`src/rtl/sram_arbiter_if.sv`:
```
// rtl/sram_arbiter_if.sv - requester and SRAM-side signal bundle for sram_arbiter
interface sram_arbiter_if #(
  parameter int ADDR_W = 7,
  parameter int DATA_W = 32
);
  logic              req0;
  logic              req1;
  logic              we0;
  logic              we1;
  logic [ADDR_W-1:0] addr0;
  logic [ADDR_W-1:0] addr1;
  logic [DATA_W-1:0] wdata0;
  logic [DATA_W-1:0] wdata1;
  logic              ack0;
  logic              ack1;
  logic [DATA_W-1:0] rdata;
  logic              busy;
  logic              cs;
  logic              oe;
  logic              rw;
  logic [31:0]       addr_bus;
  logic [DATA_W-1:0] bus_dout;
  logic              bus_oe;
  logic [DATA_W-1:0] bus_din;

  modport slave (
    input  req0, req1, we0, we1, addr0, addr1, wdata0, wdata1, bus_din,
    output ack0, ack1, rdata, busy, cs, oe, rw, addr_bus, bus_dout, bus_oe
  );

  modport master (
    output req0, req1, we0, we1, addr0, addr1, wdata0, wdata1, bus_din,
    input  ack0, ack1, rdata, busy, cs, oe, rw, addr_bus, bus_dout, bus_oe
  );
endinterface

```
`src/rtl/sram_arbiter.sv`:
```
// rtl/sram_arbiter.sv - two-requester round-robin arbiter for an asynchronous SRAM
// One access at a time: IDLE -> SETUP -> ACCESS -> DONE, strobes decoded from state.
module sram_arbiter #(
  parameter int ADDR_W = 7,
  parameter int DATA_W = 32
) (
  input logic          clk,
  input logic          reset_n,
  sram_arbiter_if.slave bus
);

  typedef enum logic [1:0] {IDLE, SETUP, ACCESS, DONE} state_t;

  state_t            state_q, state_d;
  logic              last_q, last_d;
  logic              win_q, win_d;
  logic              we_q, we_d;
  logic [ADDR_W-1:0] addr_q, addr_d;
  logic [DATA_W-1:0] wdata_q, wdata_d;
  logic [DATA_W-1:0] rdata_q, rdata_d;
  logic              strobe;

  always_ff @(posedge clk or negedge reset_n) begin
    if (!reset_n) begin
      state_q <= IDLE;
      last_q  <= 1'b1;
      win_q   <= 1'b0;
      we_q    <= 1'b0;
      addr_q  <= '0;
      wdata_q <= '0;
      rdata_q <= '0;
    end else begin
      state_q <= state_d;
      last_q  <= last_d;
      win_q   <= win_d;
      we_q    <= we_d;
      addr_q  <= addr_d;
      wdata_q <= wdata_d;
      rdata_q <= rdata_d;
    end
  end

  always_comb begin
    state_d = state_q;
    last_d  = last_q;
    win_d   = win_q;
    we_d    = we_q;
    addr_d  = addr_q;
    wdata_d = wdata_q;
    rdata_d = rdata_q;
    case (state_q)
      IDLE: begin
        if (bus.req0 || bus.req1) begin
          // On a tie the requester that was not served last goes first.
          win_d   = (bus.req0 && bus.req1) ? ~last_q : bus.req1;
          we_d    = win_d ? bus.we1 : bus.we0;
          addr_d  = win_d ? bus.addr1 : bus.addr0;
          wdata_d = win_d ? bus.wdata1 : bus.wdata0;
          state_d = SETUP;
        end
      end
      SETUP:  state_d = ACCESS;
      ACCESS: begin
        if (!we_q) rdata_d = bus.bus_din;
        state_d = DONE;
      end
      DONE: begin
        last_d  = win_q;
        state_d = IDLE;
      end
      default: state_d = IDLE;
    endcase
  end

  assign strobe       = (state_q == SETUP) || (state_q == ACCESS);
  assign bus.cs       = ~strobe;
  assign bus.oe       = strobe ? we_q : 1'b1;
  assign bus.rw       = strobe ? ~we_q : 1'b1;
  assign bus.bus_oe   = strobe & we_q;
  assign bus.bus_dout = (strobe & we_q) ? wdata_q : '0;
  assign bus.addr_bus = {{(32-ADDR_W){1'b0}}, addr_q};
  assign bus.ack0     = (state_q == DONE) && !win_q;
  assign bus.ack1     = (state_q == DONE) && win_q;
  assign bus.busy     = (state_q != IDLE);
  assign bus.rdata    = rdata_q;

endmodule

```
`src/flat_wrapper.sv`:
```
// flat-port wrapper written by rule: the top's interface ports become plain ports
module sram_arbiter_flat 
#(
  parameter int ADDR_W = 7,
  parameter int DATA_W = 32
)
  (clk, reset_n, bus_req0, bus_req1, bus_we0, bus_we1, bus_addr0, bus_addr1, bus_wdata0, bus_wdata1, bus_bus_din, bus_ack0, bus_ack1, bus_rdata, bus_busy, bus_cs, bus_oe, bus_rw, bus_addr_bus, bus_bus_dout, bus_bus_oe);
  sram_arbiter_if #(.ADDR_W(ADDR_W), .DATA_W(DATA_W)) bus_i ();
  input logic clk;
  input logic reset_n;
  input wire logic [$bits(bus_i.req0)-1:0] bus_req0;
  input wire logic [$bits(bus_i.req1)-1:0] bus_req1;
  input wire logic [$bits(bus_i.we0)-1:0] bus_we0;
  input wire logic [$bits(bus_i.we1)-1:0] bus_we1;
  input wire logic [$bits(bus_i.addr0)-1:0] bus_addr0;
  input wire logic [$bits(bus_i.addr1)-1:0] bus_addr1;
  input wire logic [$bits(bus_i.wdata0)-1:0] bus_wdata0;
  input wire logic [$bits(bus_i.wdata1)-1:0] bus_wdata1;
  input wire logic [$bits(bus_i.bus_din)-1:0] bus_bus_din;
  output wire logic [$bits(bus_i.ack0)-1:0] bus_ack0;
  output wire logic [$bits(bus_i.ack1)-1:0] bus_ack1;
  output wire logic [$bits(bus_i.rdata)-1:0] bus_rdata;
  output wire logic [$bits(bus_i.busy)-1:0] bus_busy;
  output wire logic [$bits(bus_i.cs)-1:0] bus_cs;
  output wire logic [$bits(bus_i.oe)-1:0] bus_oe;
  output wire logic [$bits(bus_i.rw)-1:0] bus_rw;
  output wire logic [$bits(bus_i.addr_bus)-1:0] bus_addr_bus;
  output wire logic [$bits(bus_i.bus_dout)-1:0] bus_bus_dout;
  output wire logic [$bits(bus_i.bus_oe)-1:0] bus_bus_oe;
  assign bus_i.req0 = bus_req0;
  assign bus_i.req1 = bus_req1;
  assign bus_i.we0 = bus_we0;
  assign bus_i.we1 = bus_we1;
  assign bus_i.addr0 = bus_addr0;
  assign bus_i.addr1 = bus_addr1;
  assign bus_i.wdata0 = bus_wdata0;
  assign bus_i.wdata1 = bus_wdata1;
  assign bus_i.bus_din = bus_bus_din;
  assign bus_ack0 = bus_i.ack0;
  assign bus_ack1 = bus_i.ack1;
  assign bus_rdata = bus_i.rdata;
  assign bus_busy = bus_i.busy;
  assign bus_cs = bus_i.cs;
  assign bus_oe = bus_i.oe;
  assign bus_rw = bus_i.rw;
  assign bus_addr_bus = bus_i.addr_bus;
  assign bus_bus_dout = bus_i.bus_dout;
  assign bus_bus_oe = bus_i.bus_oe;
  sram_arbiter #(.ADDR_W(ADDR_W), .DATA_W(DATA_W)) u_core (.clk(clk), .reset_n(reset_n), .bus(bus_i));
endmodule
```
`config.mk`:
```
export PLATFORM = sky130hd
export DESIGN_NAME = sram_arbiter_flat
export DESIGN_NICKNAME = d
export VERILOG_FILES = /design/src/rtl/sram_arbiter_if.sv /design/src/rtl/sram_arbiter.sv /design/src/flat_wrapper.sv
export SDC_FILE = /design/constraint.sdc
export NUM_CORES = 1
export LEC_CHECK = 0
export CAP_MARGIN = 20
export CORE_MARGIN = 10
export CORE_UTILIZATION = 35
export CTS_CLUSTER_SIZE = 30
export DETAILED_ROUTE_END_ITERATION = 8
export HOLD_SLACK_MARGIN = 0.02
export PLACE_DENSITY_LB_ADDON = 0.1
export SYNTH_ARGS = -nofsm -noshare
export SYNTH_HDL_FRONTEND = slang
export SYNTH_SLANG_ARGS = --single-unit
export TNS_END_PERCENT = 50
```
`constraint.sdc`:
```
create_clock -name clk -period 1.4 [get_ports clk]
set_clock_uncertainty 0.05 [all_clocks]
set_input_delay 0.35 -clock clk [delete_from_list [all_inputs] [get_ports clk]]
set_output_delay 0.35 -clock clk [all_outputs]
set_load 0.005 [all_outputs]
```
==> results of run 1 <==
## logic make-up after synthesis
logic type                 after synthesis  share of synthesized area
DFF                                     76                      0.496
adders and majority gates                4                     0.0131
buffers and inverters                   58                      0.104
AOI/OAI and AO/OA                       46                     0.0770
muxes                                   33                      0.126
and+or+nand+nor                        160                      0.182
other                                    1                   0.000978
## layout make-up
| cell class | count | area [um^2] |
|---|---|---|
| well taps | 140 | 175 |
| flip-flops and latches | 76 | 1900 |
| inverters | 6 | 27.5 |
| fillers | 840 | 3700 |
| clock inverters | 5 | 52.6 |
| repair buffers | 245 | 2700 |
| multi-input cells | 268 | 2090 |
| clock buffers | 10 | 138 |
## cell usage in the layout, fill, tap and decap left out, drive strengths merged, types with 2 or more instances in the layout
cell type,n
a31oi,40
and3,32
buf,87
clkbuf,25
clkdlybuf4s15,28
clkdlybuf4s50,114
clkinv,3
conb,25
dfrtp,75
ha,4
inv,6
mux2,33
nand2,82
nor2,40
nor2b,2
## final timing paths
kind | start | end | depth (start not counted)
hold reg to reg | u_core.bus.rdata[26] | u_core.bus.rdata[26] | 1
setup / recovery | u_core.state_q[1] | bus_bus_dout[20] | 6
setup reg to reg | u_core.state_q[0] | u_core.bus.rdata[15] | 7
min in group clk | u_core.bus.rdata[26] | u_core.bus.rdata[26] | 1
hold / removal | reset_n | u_core.bus.rdata[2] | 2
max in group asynchronous | reset_n | u_core.last_q | 3
## per-stage QoR
step                instances  total power (W)  instance area [um^2]
finish                    750           0.0167                  7090
detailed placement        709           0.0120                  6040
CTS                       747           0.0158                  6820
global placement          709           0.0118                  6040
floorplan                 402          0.00767                  3980
global route              750           0.0178                  7090
## worst max-delay path: stages (launching register included)
cell and delay, ns:
dfrtp_1 0.40, inv_2 0.09, ha_4 0.22, buf_12 0.14, clkbuf_16 0.15, and3_1 0.14, buf_2 0.12
## power breakdown
part | total, W | switching [W] | internal, W
logic | 0.0109 | 0.00413 | 0.00681
clock network | 0.00167 | 0.000816 | 0.000853
registers | 0.00409 | 0.000749 | 0.00335
## timing repair
action	4_1_cts	5_1_grt
gates cloned	9	3
buffers inserted	16	2
gates resized for setup	319	65
endpoints found under the hold margin	75	0
hold buffers	1	0
pin swaps	6	4
endpoints found under the setup margin	153	126
## layer usage
layer | routed length [um] | global-route usage
met1 | 6170 | 0.210
met2 | 6530 | 0.256
met3 | 1170 | 0.0698
met4 | 105 | 0.0521
met5 | 0 | 0
## sequential cells by signal (all words and copies together) (netlist names)
name              count
u_core.bus.rdata     32
u_core.win_q          1
u_core.addr_q         7
u_core.we_q           1
u_core.wdata_q       32
u_core.last_q         1
u_core.state_q        2
==> reports/results.tsv, run 1 <==
metric	value	unit
syn_to_final_growth	85.0	%
crit_fanout	6	
synth_cells	378	
ys_seq_area_frac	0.496	
grt_pass1_wl	21200	um
dp_hpwl	9340	um
finalSetupViolCount	114	
yosys_warnings	0	
fmax	497	MHz
antenna_found_initial	0	
post-route-period-util	1.44	
wl_per_cell	18.6	um
coreArea	10800	um^2
drtIter0Drc	184	
syn_area_per_cell	10.1	um^2
clockRootBuffer	clkbuf_8	
clk_pin_slew	0.08	ns
cts_htree_levels	3	
synth_most_common_cell	nand2_1	
reg2reg_slack	-0.38	ns
routed_wl	14000	um
violations	negative setup slack	
critPathRequiredTime	1.00	ns
worstPathArrival	1.61	ns
critical_path_class	register to primary output	
synthFlopType	dfrtp_1	
place.gp.congestion	0.743	
ir_worst_vdd	0.00142	V
synth_cell_type_count	28	
synthTopCellsByArea	dfrtp_1 49%, mux2_4 12%, nand2_1 8.0%	
finalSetupTns	-45.05	ns
track_usage	0.167	
fin_ws	-0.612	ns
drc	0	
synth_area_leader_cell	dfrtp_1	
n_antenna_cell	0	
drv_cap	0	
drive_gt1_frac	0.370	
dieArea	15500	um^2
leakagePower	3.10	nW
initial_core_util	0.355	
numCtsBuffers	9	
die_w	125	um
synth_edf_count	0	
ant_nets	0	
hold_class	primary input to asynchronous set/reset pin	
synth_area	3830	um^2
ios	219	
endpoint_kind	primary output	
grt_max_degree	40	
dp_slack	-0.567	ns
drtPass1Iterations	4	
grt-ovfl-total	0	
hold_viol	0	
synthArstFlopShare	1.00	
numPortBuffers	193	
clk_latency	0.35	ns
fin_hold_ws	0.284	ns
outcome	finished, violations left	
cts_tree	done	
netlist_top_cells_count	82 x nand2_1, 75 x dfrtp_1, 40 x a31oi_1, 40 x nor2_1, 32 x and3_1	
final_nets	726	
cp-start-kind	register	
die_y	125	um
num_vias	3484	
final_core_util	0.657	
clock-sinks	76	
first_global_vias	3741	
synth_top_cell_area_share	0.490	
row_count	38	
viasPerCell	4.65	
p_per_area	2360	nW/um^2
rsz0062_at_grt	true	
synth-seq-cells	76	
drv_slew	0	
layout_min_cycle_time	2.01	ns
clock_path_buffers	2	
Note: power is estimated with default switching activity, not from simulation.
==> inputs of run 2 (changes only) <==
Settings changed: PLACE_DENSITY from default to 0.78, PLACE_DENSITY_LB_ADDON 0.1 to default, SKIP_CTS_REPAIR_TIMING from default to 1.
==> run 2 against run 1 <==
Compared with the run above:
- first-iteration DRC count shrank 38%
- clock-buffer cell count is the same
- critical path depth is the same
- clock power is essentially flat
- final area shrank 5.6%
- worst setup slack gained 0.025 ns
- flip-flop and latch count is the same
- utilization shrank 3.7 points
- sequential power shrank 3%
- the flow still finishes with violations (negative setup slack)
- global-route usage shrank 1.6 points
==> reports/results.tsv, run 2 (synthesis gave the netlist of run 1 again) <==
metric	value	unit	change
outcome	finished, violations left		
violations	negative setup slack		
worstPathArrival	1.59	ns	-0.02 ns
cts_tree	done		
finalSetupTns	-36.77	ns	+8.29 ns
initial_core_util	0.355		unchanged
cpLargestDelayFamily	buffers and inverters		
fmax	503	MHz	+1.2%
pwr-share-comb	0.618		-0.037
grt_pass1_wl	19300	um	-9.1%
numPortBuffers	193		unchanged
dpl-instance-area	6050	um^2	+0.17%
register_area	1900	um^2	unchanged
crit_buf_inv	4		unchanged
critPathRequiredTime	1.00	ns	about the same
first_global_vias	3687		-1.4%
die_w	125	um	unchanged
num_vias	3521		+1.1%
rr_endpoint	u_core.addr_q[5]		
place.gp.congestion	0.814		+9.6%
dp_hpwl	9800	um	+4.9%
crit_fanout	8		+2
antenna_found_initial	0		unchanged
track_usage	0.152		-0.0159
fin_area	6700	um^2	-5.6%
rsz0062_at_grt	true		
clk_latency	0.34	ns	about the same
final_core_util	0.620		-0.0367
row_count	38		unchanged
timing.rr.start	u_core.state_q[0]		
routed_wl	14000	um	+0.42%
ios	219		unchanged
post-route-period-util	1.42		-0.0177
critPathMaxStageDelay	0.39	ns	about the same
cp-start-kind	register		
cts_htree_levels	3		unchanged
leakagePower	3.36	nW	+8.4%
clockRootBuffer	clkbuf_8		
layout_min_cycle_time	1.99	ns	-0.0248 ns
drc	0		unchanged
endpoint_kind	primary output		
crit_chain	inv_2, ha_4, buf_12, buf_4, and3_1, clkbuf_2		
numCtsBuffers	9		unchanged
multiInputGateArea	1810	um^2	-14%
swShare	0.342		+0.000397
grt-ovfl-total	0		unchanged
drv_cap	0		unchanged
grt_max_degree	41		+2.5%
reg2reg_depth	9		+2
clock-sinks	76		unchanged
drtPass1Iterations	4		unchanged
final_common_cell	clkdlybuf4s50_1		
wl_per_cell	18.7	um	+0.29%
drv_slew	0		unchanged
final_cell_mix	114 x clkdlybuf4s50_1, 81 x nand2_1, 75 x dfrtp_1		
clock_path_buffers	2		unchanged
critical_path_class	register to primary output		
pwr-share-seq	0.270		+0.025
dieArea	15500	um^2	unchanged
switchingPower	0.00503	W	-12%
n_antenna_cell	0		unchanged
p_per_area	2200	nW/um^2	-6.6%
dp_slack	-0.523	ns	+0.0446 ns
finalSetupViolCount	114		unchanged
coreArea	10800	um^2	unchanged
hold_class	primary input to asynchronous set/reset pin		
crit_path_top_delay_cell	dfrtp_1		
pwr-share-clk	0.112		+0.012
viasPerCell	4.69		+0.93%
ant_nets	0		unchanged
clk_pin_slew	0.08	ns	about the same
p_int	0.00970	W	-12%
hold_viol	0		unchanged
drtIter0Drc	114		-38%
ir_worst_vdd	0.000966	V	-32%
fin_ws	-0.587	ns	+0.0248 ns
reg2reg_slack	-0.27	ns	+0.11 ns
final_nets	726		unchanged
syn_to_final_growth	74.6	%	
die_y	125	um	unchanged
drive_gt1_frac	0.273		-0.0972
final.fill_count	862		+2.6%
run 2: changes by cell type in the layout (fill, tap and decap cells not counted), moves of 8 or more:
cell and delta:
a31oi_4 -8, and3_1 +15, and3_4 -15, buf_16 -8, buf_4 +11, buf_6 -19, clkbuf_2 +11, clkdlybuf4s15_1 -27
dlymetal6s2s_1 +40, nor2_1 +24, nor2_2 -14, nor2_4 -10
run 2: layer usage:
metal,vias up,part of all wire,GRT usage
met1,1666,0.43,0.180
met5,-,0,0
met2,169,0.49,0.250
met3,10,0.070,0.0574
li1,1676,-,-
met4,0,0.0074,0.0432
run 2: power by group through the flow:
stage / combinational (W) / sequential (W) / clock [W]
after floorplan: 0.00373 / 0.00394 / 0
after global placement: 0.00787 / 0.00397 / 0
after detailed placement: 0.00800 / 0.00402 / 0
after CTS: 0.00806 / 0.00398 / 0.00170
after global routing: 0.00982 / 0.00411 / 0.00179
final: 0.00911 / 0.00398 / 0.00165
run 2: per-stage QoR:
stage	power, W	hold WS (ns)	std cells
after floorplan	0.00767	0.00441	402
after global placement	0.0118	0.216	712
after detailed placement	0.0120	0.213	712
after CTS	0.0137	-0.175	728
after global routing	0.0157	0.395	751
final	0.0147	0.398	751
run 2: worst max path at each step:
stage | to | cells after the start | startpoint
finish | bus_bus_dout[31] | 6 | u_core.state_q[0]
floorplan | bus_bus_dout[22] | 4 | u_core.state_q[1]
CTS | bus_bus_dout[20] | 5 | u_core.state_q[0]
global placement | bus_bus_dout[20] | 5 | u_core.state_q[1]
detailed placement | bus_bus_dout[20] | 5 | u_core.state_q[0]
global route | bus_bus_dout[1] | 6 | u_core.state_q[1]
run 2: area by class of cell:
type,count,share of cell area
inverter,6,0.00374
timing repair buffer,245,0.388
sequential,76,0.284
tap,140,0.0262
multi-input combinational,268,0.270
clock inverter,6,0.00934
clock buffer,10,0.0191
run 2: worst reg2reg max path: stages, from the launching register on:
cell       delay, ns
dfrtp_1         0.39
inv_2           0.08
buf_4           0.14
ha_4            0.14
buf_4           0.11
o21a_4          0.18
buf_12          0.14
clkbuf_16       0.15
nor2_1          0.05
a31oi_1         0.14
